### config.mk
export PLATFORM = sky130hd
export DESIGN_NAME = lemming_world
export DESIGN_NICKNAME = d
export VERILOG_FILES = /design/src/rtl/lemmings_pkg.sv /design/src/rtl/lemming_floor_map.sv /design/src/rtl/lemming_world_chk.sv /design/src/rtl/lemming_world.sv
export SDC_FILE = /design/constraint.sdc
export NUM_CORES = 1
export LEC_CHECK = 0
export BUFFER_PORTS_ARGS = -buffer_cell sky130_fd_sc_hd__buf_2
export CAP_MARGIN = 20
export CORE_ASPECT_RATIO = 0.75
export CORE_MARGIN = 4
export CORE_UTILIZATION = 30
export DETAILED_ROUTE_END_ITERATION = 8
export HOLD_SLACK_MARGIN = 0.03
export SLEW_MARGIN = 0
export SYNTH_ARGS = -nofsm -noshare
export SYNTH_HDL_FRONTEND = slang
export SYNTH_SLANG_ARGS = --single-unit
### constraint.sdc
create_clock -name clk -period 7.09 [get_ports clk]
set_input_delay 0.3545 -clock clk [delete_from_list [all_inputs] [get_ports clk]]
set_output_delay 0.3545 -clock clk [all_outputs]
set_load 0.005 [all_outputs]
### src/rtl/lemmings_pkg.sv
// Shared definitions for the lemmings walker and its terrain model:
// default geometry, index-width helper and the walker state encoding.
package lemmings_pkg;

    localparam int COLS_DEF       = 16;
    localparam int DEPTH_MAX_DEF  = 31;
    localparam int DIG_CYCLES_DEF = 4;

    // Width of an index able to address n distinct values (never below 1 bit).
    function automatic int idx_width(input int n);
        return (n > 1) ? $clog2(n) : 1;
    endfunction

    // Walker FSM state encoding, shared with the walker itself.
    typedef enum logic [2:0] {
        ST_WALK_L = 3'd0,
        ST_WALK_R = 3'd1,
        ST_FALL_L = 3'd2,
        ST_FALL_R = 3'd3,
        ST_DIG_L  = 3'd4,
        ST_DIG_R  = 3'd5,
        ST_SPLAT  = 3'd6
    } lemming_state_e;

endpackage

### src/rtl/lemming_floor_map.sv
// Per-column floor-depth map. One combinational read of the columns left of,
// under and right of the lemming (clamped at the edges) and one write port
// where a configuration write beats a dig increment to the same column.
module lemming_floor_map
    import lemmings_pkg::*;
#(
    parameter int COLS = COLS_DEF,
    parameter int XW   = idx_width(COLS_DEF),
    parameter int DW   = idx_width(DEPTH_MAX_DEF + 1)
) (
    input  logic          clk,
    input  logic          areset,
    input  logic [XW-1:0] x,
    input  logic          dig_inc,
    input  logic          cfg_we,
    input  logic [XW-1:0] cfg_col,
    input  logic [DW-1:0] cfg_depth,
    output logic [DW-1:0] floor_left,
    output logic [DW-1:0] floor_here,
    output logic [DW-1:0] floor_right
);

    localparam logic [XW-1:0] LAST_X = XW'(COLS - 1);

    logic [DW-1:0] floor_q [COLS];
    logic [DW-1:0] floor_d [COLS];
    logic [XW-1:0] idx_left_s;
    logic [XW-1:0] idx_right_s;

    // Next map contents: cfg write first, then the dig increment under the lemming.
    // A cfg_col beyond the last column matches no entry and is dropped.
    always_comb begin
        for (int i = 0; i < COLS; i++) begin
            floor_d[i] = floor_q[i];
            if (cfg_we && (cfg_col == XW'(i))) begin
                floor_d[i] = cfg_depth;
            end else if (dig_inc && (x == XW'(i))) begin
                floor_d[i] = floor_q[i] + DW'(1'b1);
            end else begin
                floor_d[i] = floor_q[i];
            end
        end
    end

    // Map storage; reset flattens every column to the top level.
    always_ff @(posedge clk or posedge areset) begin
        if (areset) begin
            for (int i = 0; i < COLS; i++) begin
                floor_q[i] <= {DW{1'b0}};
            end
        end else begin
            for (int i = 0; i < COLS; i++) begin
                floor_q[i] <= floor_d[i];
            end
        end
    end

    // Neighbour indices clamped at the edges; callers mask edge reads themselves.
    always_comb begin
        idx_left_s  = x;
        idx_right_s = x;
        if (x == {XW{1'b0}}) begin
            idx_left_s = x;
        end else begin
            idx_left_s = x - XW'(1'b1);
        end
        if (x == LAST_X) begin
            idx_right_s = x;
        end else begin
            idx_right_s = x + XW'(1'b1);
        end
    end

    assign floor_left  = floor_q[idx_left_s];
    assign floor_here  = floor_q[x];
    assign floor_right = floor_q[idx_right_s];

endmodule

### src/rtl/lemming_world_chk.sv
// Checks on how the terrain model is driven: walker outputs stay one-hot-or-idle
// and no floor is ever written above a lemming standing in that column.
module lemming_world_chk #(
    parameter int XW = 4,
    parameter int DW = 5
) (
    input logic          clk,
    input logic          areset,
    input logic          walk_left,
    input logic          walk_right,
    input logic          aaah,
    input logic          digging,
    input logic          cfg_we,
    input logic [XW-1:0] cfg_col,
    input logic [DW-1:0] cfg_depth,
    input logic [XW-1:0] x_pos,
    input logic [DW-1:0] y_pos
);

    a_fsm_onehot0: assert property (@(posedge clk) disable iff (areset)
        $onehot0({walk_left, walk_right, aaah, digging}))
        else $error("lemming_world_chk: more than one walker output high");

    a_no_raise_under: assert property (@(posedge clk) disable iff (areset)
        !(cfg_we && (cfg_col == x_pos) && (cfg_depth < y_pos)))
        else $error("lemming_world_chk: floor written above the lemming in its column");

endmodule

### src/rtl/lemming_world.sv
// Closed-loop 1-D terrain model for the lemming walker: tracks the lemming's
// column and depth, owns the floor map, and derives bump/ground for the walker
// purely from registered state so the loop has one cycle of latency.
module lemming_world
    import lemmings_pkg::*;
#(
    parameter int COLS       = COLS_DEF,
    parameter int DEPTH_MAX  = DEPTH_MAX_DEF,
    parameter int DIG_CYCLES = DIG_CYCLES_DEF,
    parameter int START_X    = 0,
    parameter int XW         = idx_width(COLS),
    parameter int DW         = idx_width(DEPTH_MAX + 1)
) (
    input  logic          clk,
    input  logic          areset,
    input  logic          walk_left,
    input  logic          walk_right,
    input  logic          aaah,
    input  logic          digging,
    input  logic          cfg_we,
    input  logic [XW-1:0] cfg_col,
    input  logic [DW-1:0] cfg_depth,
    output logic          bump_left,
    output logic          bump_right,
    output logic          ground,
    output logic [XW-1:0] x_pos,
    output logic [DW-1:0] y_pos
);

    localparam int            CW       = idx_width(DIG_CYCLES);
    localparam logic [XW-1:0] LAST_X   = XW'(COLS - 1);
    localparam logic [DW-1:0] DMAX     = DW'(DEPTH_MAX);
    localparam logic [CW-1:0] LAST_CNT = CW'(DIG_CYCLES - 1);

    logic [XW-1:0] x_q, x_d;
    logic [DW-1:0] y_q, y_d;
    logic [CW-1:0] dig_cnt_q, dig_cnt_d;
    logic          dig_inc_s;
    logic [DW-1:0] floor_left_s, floor_here_s, floor_right_s;

    lemming_floor_map #(
        .COLS (COLS),
        .XW   (XW),
        .DW   (DW)
    ) u_map (
        .clk         (clk),
        .areset      (areset),
        .x           (x_q),
        .dig_inc     (dig_inc_s),
        .cfg_we      (cfg_we),
        .cfg_col     (cfg_col),
        .cfg_depth   (cfg_depth),
        .floor_left  (floor_left_s),
        .floor_here  (floor_here_s),
        .floor_right (floor_right_s)
    );

    // A shallower neighbour floor is a wall; the edge term short-circuits the clamped read.
    assign ground     = (floor_here_s == y_q);
    assign bump_left  = (x_q == {XW{1'b0}}) || (floor_left_s < y_q);
    assign bump_right = (x_q == LAST_X) || (floor_right_s < y_q);
    assign x_pos      = x_q;
    assign y_pos      = y_q;

    // Next position and dig progress from the walker's current request.
    always_comb begin
        x_d       = x_q;
        y_d       = y_q;
        dig_cnt_d = {CW{1'b0}};
        dig_inc_s = 1'b0;

        if (walk_left && !bump_left) begin
            x_d = x_q - XW'(1'b1);
        end else if (walk_right && !bump_right) begin
            x_d = x_q + XW'(1'b1);
        end else begin
            x_d = x_q;
        end

        // The depth guard keeps a lemming from sinking below a floor lifted above it.
        if (aaah && !ground && (y_q < floor_here_s)) begin
            y_d = y_q + DW'(1'b1);
        end else begin
            y_d = y_q;
        end

        // At bedrock, or whenever digging stops, progress is discarded.
        if (digging && ground && (floor_here_s < DMAX)) begin
            if (dig_cnt_q == LAST_CNT) begin
                dig_inc_s = 1'b1;
                dig_cnt_d = {CW{1'b0}};
            end else begin
                dig_cnt_d = dig_cnt_q + CW'(1'b1);
            end
        end else begin
            dig_cnt_d = {CW{1'b0}};
        end
    end

    // Lemming position and dig counter registers.
    always_ff @(posedge clk or posedge areset) begin
        if (areset) begin
            x_q       <= XW'(START_X);
            y_q       <= {DW{1'b0}};
            dig_cnt_q <= {CW{1'b0}};
        end else begin
            x_q       <= x_d;
            y_q       <= y_d;
            dig_cnt_q <= dig_cnt_d;
        end
    end

    lemming_world_chk #(
        .XW (XW),
        .DW (DW)
    ) u_chk (
        .clk        (clk),
        .areset     (areset),
        .walk_left  (walk_left),
        .walk_right (walk_right),
        .aaah       (aaah),
        .digging    (digging),
        .cfg_we     (cfg_we),
        .cfg_col    (cfg_col),
        .cfg_depth  (cfg_depth),
        .x_pos      (x_q),
        .y_pos      (y_q)
    );

endmodule

After elaboration in Yosys (flattened, before gate mapping)
Cells that the tools add are included.

Reductions and logical operators: 62. $add $sub $neg: 20. Order comparisons: 7. Bitwise gates (word level): 3. Eq/ne operators: 32. Mux-type cells: 49.

Operators with widths (number): 2-to-1 mux 5 bit (38); adder 5 x 1 -> 5 bit, second input constant (17); == test 4 bit, second input constant (16); binary-select mux 5 bit (select 4 bit) (3); logical AND 1 bit (38); nonzero test 2 bit (17); == test 4 x 3 -> 1 bit, second input constant (8); == test 4 x 2 -> 1 bit, second input constant (4); 2-to-1 mux 4 bit (4); greater-or-equal comparator 5 bit, second input constant (3); less-than comparator 5 bit (3); inverter 4 -> 5 bit (3); == test 4 x 1 -> 1 bit, second input constant (2); zero test 4 bit (2); == test 5 bit (1); less-than comparator 5 bit, second input constant (1); adder 4 x 1 -> 4 bit, second input constant (1); 2-to-1 mux 2 bit (2); subtractor 4 x 1 -> 4 bit, second input constant (1); zero test 1 bit (3); adder 2 x 1 -> 2 bit, second input constant (1); == test 2 bit, second input constant (1); logical OR 1 bit (2); 2-to-1 mux 1 bit (2).

Input bits: 16. Register bits after elaboration: 91. Word-level logic and storage cells: 192.

Depth between registers and ports, before layout
Gate-level depths: netlist of the first run.

Depth after elaboration: 12. Depth in mapped cells: 21.

By module
Synthesis of the first run repeated with hierarchy kept, for this count alone.

Cells, all modules: 901. Area total of the unflattened synthesis: 7770.0 µm².

Modules (own cells, without submodules): lemming_floor_map (cells each 806, sequential area each 2001.9 µm², instances 1, area an instance 6822.8 µm²); lemming_world (cells each 95, sequential area each 275.3 µm², instances 1, area an instance 947.2 µm²).

Worst setup path before layout of the first run
No wires, ideal clock.

Path type: reg-to-reg. Start: register x_q[0], in the netlist x_pos[0]. End: register x_q[3], in the netlist x_pos[3]. Arrival time: 5042 ps. Buffers on the path: 5. Period minus slack after synthesis: 5175 ps. Cell stages (with the launch flop): 20. Path slack: 1915 ps. Setup time: 134 ps. Path through: dfrtp_1 -> buf_4 -> buf_6 -> clkinv_1 -> ha_1 -> clkbuf_1 -> clkbuf_1 -> a21oi_1 -> clkbuf_1 -> mux4_2 -> a211oi_1 -> a21oi_1 -> ha_1 -> a21oi_1 -> o21ai_0 -> or4_1 -> o211ai_2 -> nor2_1 -> a41oi_2 -> xnor2_1.

Cells in the longest elaborated chain, start to end: 11.

RTL lines: start: declaration (line lemming_world.sv:35) `logic [XW-1:0] x_q, x_d;`; start signal: assignment (line lemming_world.sv:103) `x_q <= XW'(START_X);`; subtractor 4 x 1 -> 4 bit or zero test 4 bit (tied branches) (line lemming_floor_map.sv:65, lemming_floor_map.sv:62, lemming_world.sv:60); 2-to-1 mux 4 bit (line lemming_floor_map.sv:62) `if (x == {XW{1'b0}}) begin`; inverter 4 -> 5 bit (implied by the code) (line lemming_floor_map.sv:74) `assign floor_left = floor_q[idx_left_s];`; binary-select mux 5 bit (select 4 bit) (line lemming_floor_map.sv:74); 2-to-1 mux 5 bit (implied by the code) (2 in series) (line lemming_floor_map.sv:74); less-than comparator 5 bit (line lemming_world.sv:60) `assign bump_left = (x_q == {XW{1'b0}}) || (floor_left_s < y_q);`; logical OR 1 bit (*) (line lemming_world.sv:60); named net bump_left (line lemming_world.sv:23) `output logic bump_left,`; zero test 1 bit (*) (line lemming_world.sv:72) `if (walk_left && !bump_left) begin`; logical AND 1 bit (*) (line lemming_world.sv:72); 2-to-1 mux 4 bit or nonzero test 2 bit (tied branches).

Mark *: on every way through the listed nets, which the timed path passes. The rest lies on a longest branch. The select of a mux whose other input is x is not followed. A chain may end at the register's enable or synchronous reset.

Worst setup path in the final report of the first run
Start: register x_q[0], in the netlist x_pos[0]. End: output port bump_left.

Cells in the longest elaborated chain, start to end: 8.

RTL lines (line): subtractor 4 x 1 -> 4 bit or zero test 4 bit (tied branches) (lemming_floor_map.sv:65, lemming_floor_map.sv:62, lemming_world.sv:60); 2-to-1 mux 4 bit (lemming_floor_map.sv:62); inverter 4 -> 5 bit (implied by the code) (lemming_floor_map.sv:74); binary-select mux 5 bit (select 4 bit) (lemming_floor_map.sv:74); 2-to-1 mux 5 bit (implied by the code) (2 in series) (lemming_floor_map.sv:74); less-than comparator 5 bit (lemming_world.sv:60); logical OR 1 bit (*) (lemming_world.sv:60); end: declaration (lemming_world.sv:23).

Every way passes the cells marked *; elsewhere a longest branch is shown, timed or not. The select of a mux whose other input is x is not followed.

==> metrics, run 1 <==
outcome complete, no violations; worst relative slew slack 0.249; critical path class flip-flop to output port; cts hold-fix bufs 0; asr flop ratio synth 1.00; CTS root buf clkbuf_16; Data arrival, critical path between 5 and 6 ns; Max stage delay on crit path 0.57 ns; routed length per instance roughly 21 um; critical path's slowest cell ha_1; vias in the first global route 6037; count leader, synth dfrtp_1; Synth Instances 776; post-synth top area share 0.297; final wirelength approximately 24 mm; clock latency on the worst-skew pair between 0.3 and 0.4 ns; main area contributors after synthesis dfrtp_1 30%, mux4_2 15%, ha_1 5.7%, mux2i_1 5.0%, xnor2_1 4.8%; # rows 50; Synth Register Bits between 90 and 100; worst r2r src x_pos[0]$_DFFE_PP0P_; first-pass GRT wire length 37.3 mm; worst hold path class primary input to asynchronous set/reset pin; pre-CTS setup slack 1.74 ns; cts bufs inserted 9; Max Slew Vio Count 0; # DRC 0; Critical path origin x_pos[0]$_DFFE_PP0P_; Ys Warns 0; GRT Overall Usage 0.173; Die Span Y 146 um; DP Wirelength ~18 mm; largest net degree at the start of global routing 55; first drt pass iteration count 5; final setup fails 0; number of cells on the critical path 15; Syn Nets ~830; Yosys top cell by area dfrtp_1; core area ~25000 um^2; H-tree levels 3; setup repair after global routing missed its margin false; crit path time final about 5.6 ns; Setup Buffers After CTS 0; NumNets Final about 840; Final TNS setup 0 ns; Vias approximately 6400; Reg2Reg Depth 17; Final Util 0.336; die width 192 um; Longest Clk Path Bufs 2; cts repair resizes 0; Most used DFF post-synth dfrtp_1; WP buf/inv 4; r2r endpoint x_pos[3]$_DFFE_PP0P_; sequential share of the synthesized area 0.297; cell family contributing the most delay on the critical path buffers and inverters; final setup margin between 1 and 1.5 ns; PwrDens roughly 490 nW/um^2; Antenna Violating Nets Remaining 0; critical path cell sequence clkinv_1 > ha_1 > nor3b_1 > buf_4 > xnor2_2 > buf_4 > mux4_2 > mux2i_1 > a21oi_1 > ha_1 > a21oi_1 > o21ai_0 > or4_1 > o211ai_2 > buf_2; Post-synth EDFFs 0; initial antenna violation count 0; Synth-to-Final Area Change 9.81%; Post-synth top cells 91 x dfrtp_1, 88 x nor2_1, 71 x a21oi_1; share of layout cells above drive strength 1 0.173; Filler Cell Count approximately 2600; clock transition at the registers of the reported paths roughly 0.070 ns; count of cell types in the netlist 62; Buffers on Ports 27; critical path endpoint category output port; final critical-path share of the clock period 0.795; initial core utilization 0.306; DR iter-0 viols ~600; TritonCTS clock tree built; slew at the pin closest to its max-slew limit 1.13 ns; Startpoint Class flip-flop; Avg Cell Area, Syn 9.87 um^2; num ports 28; max-cap violation count 0; Max Clk Rate between 150 and 200 MHz; CP Max Fanout 13; Pleak between 3 and 4 nW; Peak VDD IR between 0.2 and 0.3 mV; synthesized cell area about 7700 um^2; GPL Wtd Cong 0.941; GR Overflow Total 0; Via density approximately 5.7; CP Capture Point bump_left; clock skew between 0.008 and 0.009 ns; clock sink count 91; critical path required time around 6.7 ns; n_diodes 0; Die Area 28200 um^2; final hold viol count 0; r2r setup slk between 1.5 and 2 ns
routing by layer:
metal	part of all wire	GRT usage	routed length (um)
met4	0.014	0.0378	333
met3	0.12	0.0660	2830
met1	0.48	0.267	11500
met5	0	0	0
met2	0.39	0.226	9490
cells in the final DEF (no fill, tap or decap), drive strengths merged, types with 9 or more instances in the layout:
cell and n:
a211oi 11, a21oi 71, and3 10, buf 46
clkbuf 11, dfrtp 91, ha 35, inv 15
mux2i 38, mux4 56, nand2 47, nand3 41
nand4 21, nor2 89, nor2b 12, nor3 19
o2111ai 9, o21ai 24, xnor2 42, xor2 33
through the flow:
stage,instance area [um^2],hold WS (ns),power [W],std cells
floorplan,7660,0.412,0.00286,776
global placement,8120,0.428,0.00354,1113
detailed placement,8120,0.432,0.00358,1113
CTS,8400,0.0530,0.00408,1127
global route,8410,0.0779,0.00441,1128
finish,8410,0.0281,0.00412,1128
cells by family after synthesis:
group	Yosys count	synth area share
compound gates	148	0.126
xor+xnor	75	0.0858
fa+ha+maj	35	0.0572
buf+inv	62	0.0404
flops	91	0.297
mux	99	0.224
simple gates	266	0.169
where the power goes:
part           total, W  switching, W  internal, W  leakage, nW
combinational   0.00270       0.00144      0.00126         2.08
sequential     0.000933      0.000276     0.000656         1.08
clock          0.000484      0.000206     0.000278        0.141
area by class of cell:
type / count / area, um^2 / share of cell area
multi-input combinational: 623 / 5080 / 0.605
sequential: 91 / 2280 / 0.271
tap: 338 / 423 / 0.0503
timing repair buffer: 46 / 275 / 0.0327
clock buffer: 11 / 243 / 0.0289
inverter: 16 / 62.6 / 0.00744
clock inverter: 3 / 40.0 / 0.00476
registers in the layout, summed over array words and instances (netlist names):
name / count
dig_cnt_q: 2
u_map.floor_q: 80
x_pos: 4
y_pos: 5
worst reg2reg max path, delay by kind of cell, from the launching register on:
kind                       cells  cell delay, ns
AOI/OAI and AO/OA              5            0.94
xor gates and xnor gates       2            0.60
adders and majority gates      2            0.87
buffers and inverters          3            0.82
DFF                            1            0.36
muxes                          2            0.71
and+or+nand+nor                3            0.95
worst min path at each step:
stage	from	endpoint	slack [ns]	cells after the start
after detailed placement	areset	u_map.floor_q[53]$_DFFE_PP0P_	0.43	2
after CTS	areset	u_map.floor_q[43]$_DFFE_PP0P_	0.05	2
after global routing	areset	u_map.floor_q[53]$_DFFE_PP0P_	0.08	2
after global placement	areset	u_map.floor_q[53]$_DFFE_PP0P_	0.43	2
final	areset	u_map.floor_q[43]$_DFFE_PP0P_	0.03	2
after floorplan	dig_cnt_q[0]$_DFF_PP0_	dig_cnt_q[0]$_DFF_PP0_	0.41	1
Power figures use the tool's default switching activity.
==> run 2: changes to the inputs <==
- ABC_AREA: unset -> 1
- clock period: 7.09 -> 5.8 ns (I/O delays scaled with it)
==> run 2 against run 1 <==
Sequential cell count unchanged; clock skew shrank 0.0010 ns; critical path depth increased by 4; via count rose by 37%; combinational power increased by 42%; register-to-register slack got worse by 0.53 ns; setup slack lost 0.66 ns; sequential share of layout area fell by 1.5 points; global-route usage up 2.8 points; core utilization decreased by 0.68 points; first-iteration DRC count up 75%; largest power group unchanged; highest routed layer is now met5.
==> metrics, run 2 <==
outcome complete, no violations; Avg Cell Area, Syn 6.47 um^2 (-34%); Final TNS setup 0 ns (unchanged); count of cell types in the netlist 38 (-39%); vias in the first global route 7791 (+29%); clock latency on the worst-skew pair 0.37 ns (about the same); post-synth top area share 0.276 (-0.0215); slew at the pin closest to its max-slew limit 0.994 ns (-0.133 ns); Critical path origin x_pos[0]$_DFFE_PP0P_; clock sink count 91 (unchanged); Yosys top cell by area dfrtp_1; sequential share of the synthesized area 0.276 (-0.0215); clock transition at the registers of the reported paths 0.07 ns (about the same); Buffers on Ports 27 (unchanged); Biggest register u_map.floor_q; main area contributors after synthesis dfrtp_1 28%, o21ai_0 15%, nand2_1 15%, inv_1 5.9%, nand3_1 5.3%; NumNets Final 1315 (+57%); Synth-to-Final Area Change 7.96%; Max Slew Vio Count 0 (unchanged); Setup Buffers After CTS 0 (unchanged); TritonCTS clock tree built; H-tree levels 3 (unchanged); pre-CTS setup slack 1.29 ns (-0.444 ns); most frequent cells in the layout 324 x nand2_1, 250 x o21ai_0, 129 x inv_1, 90 x dfrtp_1, 88 x nand3_1; critical path endpoint category output port; Die Span Y 152 um (+3.6%); initial core utilization 0.305 (-0.00103); worst relative slew slack 0.336 (+0.0869); Max Clk Rate approximately 200 MHz; largest net degree at the start of global routing 55 (unchanged); Startpoint Class flip-flop; GRT Overall Usage 0.201 (+0.0279); critical path class flip-flop to output port; cts repair resizes 0 (unchanged); share of layout cells above drive strength 1 0.0914 (-0.0820); GPL Wtd Cong 1.02 (+8.4%); die width 200 um (+3.7%); PwrDens 635 nW/um^2 (+30%); CP Max Fanout 23 (+10); final wirelength 30.1 mm (+24%); most common cell after layout, fill and taps aside nand2_1; # DRC 0 (unchanged); cts hold-fix bufs 0 (unchanged); met3 GRT Util 0.0592 (-0.00673); num ports 28 (unchanged); Antenna Violating Nets Remaining 0 (unchanged); clock skew 0.00789 ns (-0.00102 ns); worst hold path class primary input to asynchronous set/reset pin; GR Overflow Total 0 (unchanged); worst r2r src x_pos[0]$_DFFE_PP0P_; Die Area 30300 um^2 (+7.4%); first-pass GRT wire length 46.7 mm (+25%); max-cap violation count 0 (unchanged); final setup fails 0 (unchanged); Peak VDD IR 0.274 mV (+1.8%); final hold viol count 0 (unchanged); Syn Nets 1327 (+60%); Via density 5.44 (-4.4%); final setup margin 0.789 ns (-0.662 ns); routed length per instance 18.5 um (-14%); final critical-path share of the clock period 0.864; Post-synth EDFFs 0 (unchanged); initial antenna violation count 1 (+1); max reg flops 80 (unchanged); cts bufs inserted 9 (unchanged); Pleak 4.09 nW (+24%); critical path required time 5.51 ns (-1.23 ns); Post-synth top cells 324 x nand2_1, 250 x o21ai_0, 130 x inv_1; M2 GR Usage 0.277 (+0.0503); synthesized cell area 8250 um^2 (+7.8%); core area 27100 um^2 (+8.2%); first drt pass iteration count 6 (+1); CTS root buf clkbuf_16; DR iter-0 viols 1060 (+75%); met1 Resource Use GR 0.306 (+0.0384); # rows 52 (+4.0%); Longest Clk Path Bufs 2 (unchanged); Vias 8826 (+37%); count leader, synth nand2_1; DP Wirelength 22.5 mm (+26%); Overall Power 0.00566 W (+37%); crit path time final around 5.0 ns; Ys Warns 0 (unchanged); Most Used Layer, Global Route met1; Data arrival, critical path 4.72 ns (-0.56 ns); Most used DFF post-synth dfrtp_1; setup repair after global routing missed its margin false; asr flop ratio synth 1.00 (unchanged); Synth Instances 1276 (+64%); Synth Register Bits 91 (unchanged)
-- run 2: final cells by class --
type | count | area, um^2
Inverter | 136 | 512
Sequential cell | 91 | 2280
Multi-Input combinational cell | 990 | 5150
Fill cell | 2974 | 18200
Clock buffer | 11 | 253
Clock inverter | 5 | 75.1
Timing Repair Buffer | 36 | 203
Antenna cell | 1 | 2.50
Tap cell | 351 | 439
-- run 2: through the flow --
step / hold slack, ns / area, um^2 / utilization / std cells
after floorplan: 0.413 / 8250 / - / 1276
after global placement: 0.432 / 8580 / 0.317 / 1604
after detailed placement: 0.436 / 8580 / 0.317 / 1604
after CTS: 0.0979 / 8910 / 0.329 / 1620
after global routing: 0.128 / 8910 / 0.329 / 1620
final: 0.0522 / 8910 / 0.329 / 1621
-- run 2: per-layer routing --
layer  share of wire  routed length (um)
met1            0.48               14500
met2            0.40               12000
met3            0.10                3060
met4           0.019                 562
met5         0.00067                  20
-- run 2: path summary, 6_finish.rpt --
check	end	slack (ns)	cells past startpoint
setup / recovery	bump_right	0.79	19
hold / removal	u_map.floor_q[8]$_DFFE_PP0P_	0.05	2
setup reg to reg	x_pos[3]$_DFFE_PP0P_	1.17	22
hold reg to reg	dig_cnt_q[0]$_DFF_PP0_	0.44	1
max in group asynchronous	x_pos[0]$_DFFE_PP0P_	4.56	3
min in group clk	dig_cnt_q[1]$_DFF_PP0_	0.29	5
-- run 2: where the power goes --
part           internal, W  switching (W)
Clock             0.000399       0.000276
Combinational      0.00125        0.00258
Sequential        0.000856       0.000299
-- run 2: kinds of logic after synthesis --
family          after synthesis  synth area share
buf+inv                     195             0.100
xor+xnor                     20            0.0212
fa+ha+maj                    35            0.0531
compound gates              372             0.251
simple gates                563             0.298
flops                        91             0.276
-- run 2: critical path: stages, from the launching register on --
cell,delay (ns)
dfrtp_2,0.61
inv_2,0.31
ha_1,0.42
inv_1,0.10
nand2_1,0.07
o21ai_2,0.06
buf_4,0.28
clkinv_1,0.53
o21ai_0,0.23
a21oi_1,0.07
o311ai_0,0.53
nand2_1,0.13
inv_1,0.08
ha_1,0.24
a21oi_1,0.13
nor3_1,0.06
a211oi_1,0.16
nand2_1,0.10
nand2_1,0.07
buf_2,0.12
==> run 3: changes to the inputs <==
- CORE_UTILIZATION: 30 -> 25
- PLACE_DENSITY: unset -> 0.49
==> run 3 against run 2 <==
Sequential cell count stayed put; sequential power hardly changed; combinational power is 2% higher; final cell count is 5.6% higher.
==> metrics, run 3 (synthesis results as in run 2) <==
die width 218 um (+9.2%); most frequent CP cell nand2_1; Max stage delay on crit path 0.82 ns (+0.21 ns); num ports 28 (unchanged); Die Area 36000 um^2 (+19%); n_diodes 0 (-1); Clock power frac 0.100 (-0.019); max reg flops 80 (unchanged); final critical-path share of the clock period 0.889 (+0.0254); largest net degree at the start of global routing 76 (+38%); Data arrival, critical path 4.87 ns (+0.15 ns); critical path endpoint category output port; Via density 5.11 (-6.1%); critical path class flip-flop to output port; Longest Clk Path Bufs 2 (unchanged); slew at the pin closest to its max-slew limit 1.07 ns (+0.0771 ns); clock transition at the registers of the reported paths 0.07 ns (about the same); Pint 0.00240 W (-4.2%); first drt pass iteration count 8 (+2); GPL Wtd Cong 0.998 (-2.2%); H-tree levels 3 (unchanged); Startpoint Class flip-flop; critical path's slowest cell dfrtp_1; Synth-to-Final Area Change 8.64%; # DRC 0 (unchanged); NumNets Final 1318 (+0.23%); Sw Ratio 0.573 (+0.0153); setup repair after global routing missed its margin false; cell family contributing the most delay on the critical path simple AND/OR/NAND/NOR gates; most common cell after layout, fill and taps aside nand2_1; max-cap violation count 0 (unchanged); clock sink count 91 (unchanged); Vias 8752 (-0.84%); Final TNS setup 0 ns (unchanged); Max Clk Rate 194 MHz (-2.9%); Peak VDD IR 0.224 mV (-18%); WHS Path Cells 5; routed length per instance 18.6 um (+0.26%); GR Overflow Total 0 (unchanged); worst relative slew slack 0.284 (-0.0515); final wirelength 31.8 mm (+5.9%); TritonCTS clock tree built; crit path time final 5.16 ns (+0.147 ns); P_sw 0.00321 W (+1.9%); Biggest register u_map.floor_q; critical path required time 5.51 ns (about the same); DP Wirelength 23.7 mm (+5.5%); clock skew 0.00826 ns (+0.000370 ns); initial antenna violation count 1 (unchanged); cts repair resizes 0 (unchanged); first-pass GRT wire length 49.0 mm (+4.9%); Flop pwr share 0.207 (+0.003); r2r setup slk 1.02 ns (-0.15 ns); clock latency on the worst-skew pair 0.38 ns (about the same); core area 32400 um^2 (+20%); CTS root buf clkbuf_16; GRT Overall Usage 0.179 (-0.0217); combinational power share 0.693 (+0.016); Design Area, Final 8970 um^2 (+0.63%); Die Span Y 165 um (+9.0%); share of layout cells above drive strength 1 0.0906 (-0.000859); vias in the first global route 7743 (-0.62%); Buffers on Ports 27 (unchanged); final setup margin 0.642 ns (-0.147 ns); PwrDens 626 nW/um^2 (-1.4%); initial core utilization 0.254 (-0.0506); critical path cell sequence inv_2 > ha_1 > nand2_2 > nand2_1 > nand2_1 > buf_4 > o21ai_0 > o221ai_1 > o311ai_0 > nand2_1 > inv_1 > ha_1 > a21oi_1 > nor3_1 > a211oi_1 > nand2_2 > nand2_1 > buf_2; Final Util 0.276 (-0.0529); Max Slew Vio Count 0 (unchanged); Cell Area, Placed 8710 um^2 (+1.5%); worst hold path class primary input to flip-flop; WP buf/inv 4 (-2); final setup fails 0 (unchanged); DR iter-0 viols 708 (-33%); # rows 57 (+9.6%); Antenna Violating Nets Remaining 0 (unchanged); worst hold slack 0.281 ns (+0.229 ns); Reg2Reg Depth 21 (-4.5%); pre-CTS setup slack 1.18 ns (-0.115 ns); Setup Buffers After CTS 0 (unchanged); Pleak 4.06 nW (-0.58%); cts bufs inserted 9 (unchanged); final hold viol count 0 (unchanged); outcome complete, no violations; cts hold-fix bufs 1 (+1); CP Max Fanout 32 (+39%); most frequent cells in the layout 324 x nand2_1, 250 x o21ai_0, 129 x inv_1, 90 x dfrtp_1, 88 x nand3_1; number of cells on the critical path 18 (-1)
[run 3: per-stage QoR]
stage	total power [W]	instances
after floorplan	0.00386	1276
after global placement	0.00496	1696
after detailed placement	0.00496	1697
after CTS	0.00554	1712
after global routing	0.00619	1712
final	0.00561	1712
[run 3: worst paths after layout]
| check | start | endpoint |
|---|---|---|
| setup / recovery | x_pos[1]$_DFFE_PP0P_ | bump_left |
| max in group asynchronous | areset | x_pos[0]$_DFFE_PP0P_ |
| min in group asynchronous | areset | u_map.floor_q[14]$_DFFE_PP0P_ |
| hold / removal | digging | dig_cnt_q[1]$_DFF_PP0_ |
| setup reg to reg | x_pos[1]$_DFFE_PP0P_ | x_pos[1]$_DFFE_PP0P_ |
| hold reg to reg | dig_cnt_q[0]$_DFF_PP0_ | dig_cnt_q[0]$_DFF_PP0_ |
[run 3: cell type report]
type,instances,area (um^2)
timing repair buffer,39,225
multi-input combinational,990,5150
clock buffer,10,229
sequential,91,2280
inverter,136,513
fill,3621,23500
tap,442,553
clock inverter,4,20.0
[run 3: per-layer routing]
metal | up-vias | track usage | wire [um]
li1 | 4275 | - | -
met1 | 4089 | 0.278 | 15800
met2 | 360 | 0.240 | 12400
met3 | 28 | 0.0496 | 3140
met4 | 0 | 0.0445 | 480
met5 | - | 0 | 0
[run 3: tightest hold or removal path: cells and delay by family]
kind | cells | cell delay (ns)
simple gates | 3 | 0.20
buf+inv | 2 | 0.13
[run 3: power groups by stage]
stage / Clock, W / Combinational, W / Sequential, W
2_1_floorplan: 0 / 0.00283 / 0.00103
3_3_place_gp: 0 / 0.00380 / 0.00117
3_5_place_dp: 0 / 0.00380 / 0.00116
4_1_cts: 0.000577 / 0.00381 / 0.00115
5_1_grt: 0.000601 / 0.00440 / 0.00120
6_report: 0.000560 / 0.00389 / 0.00116
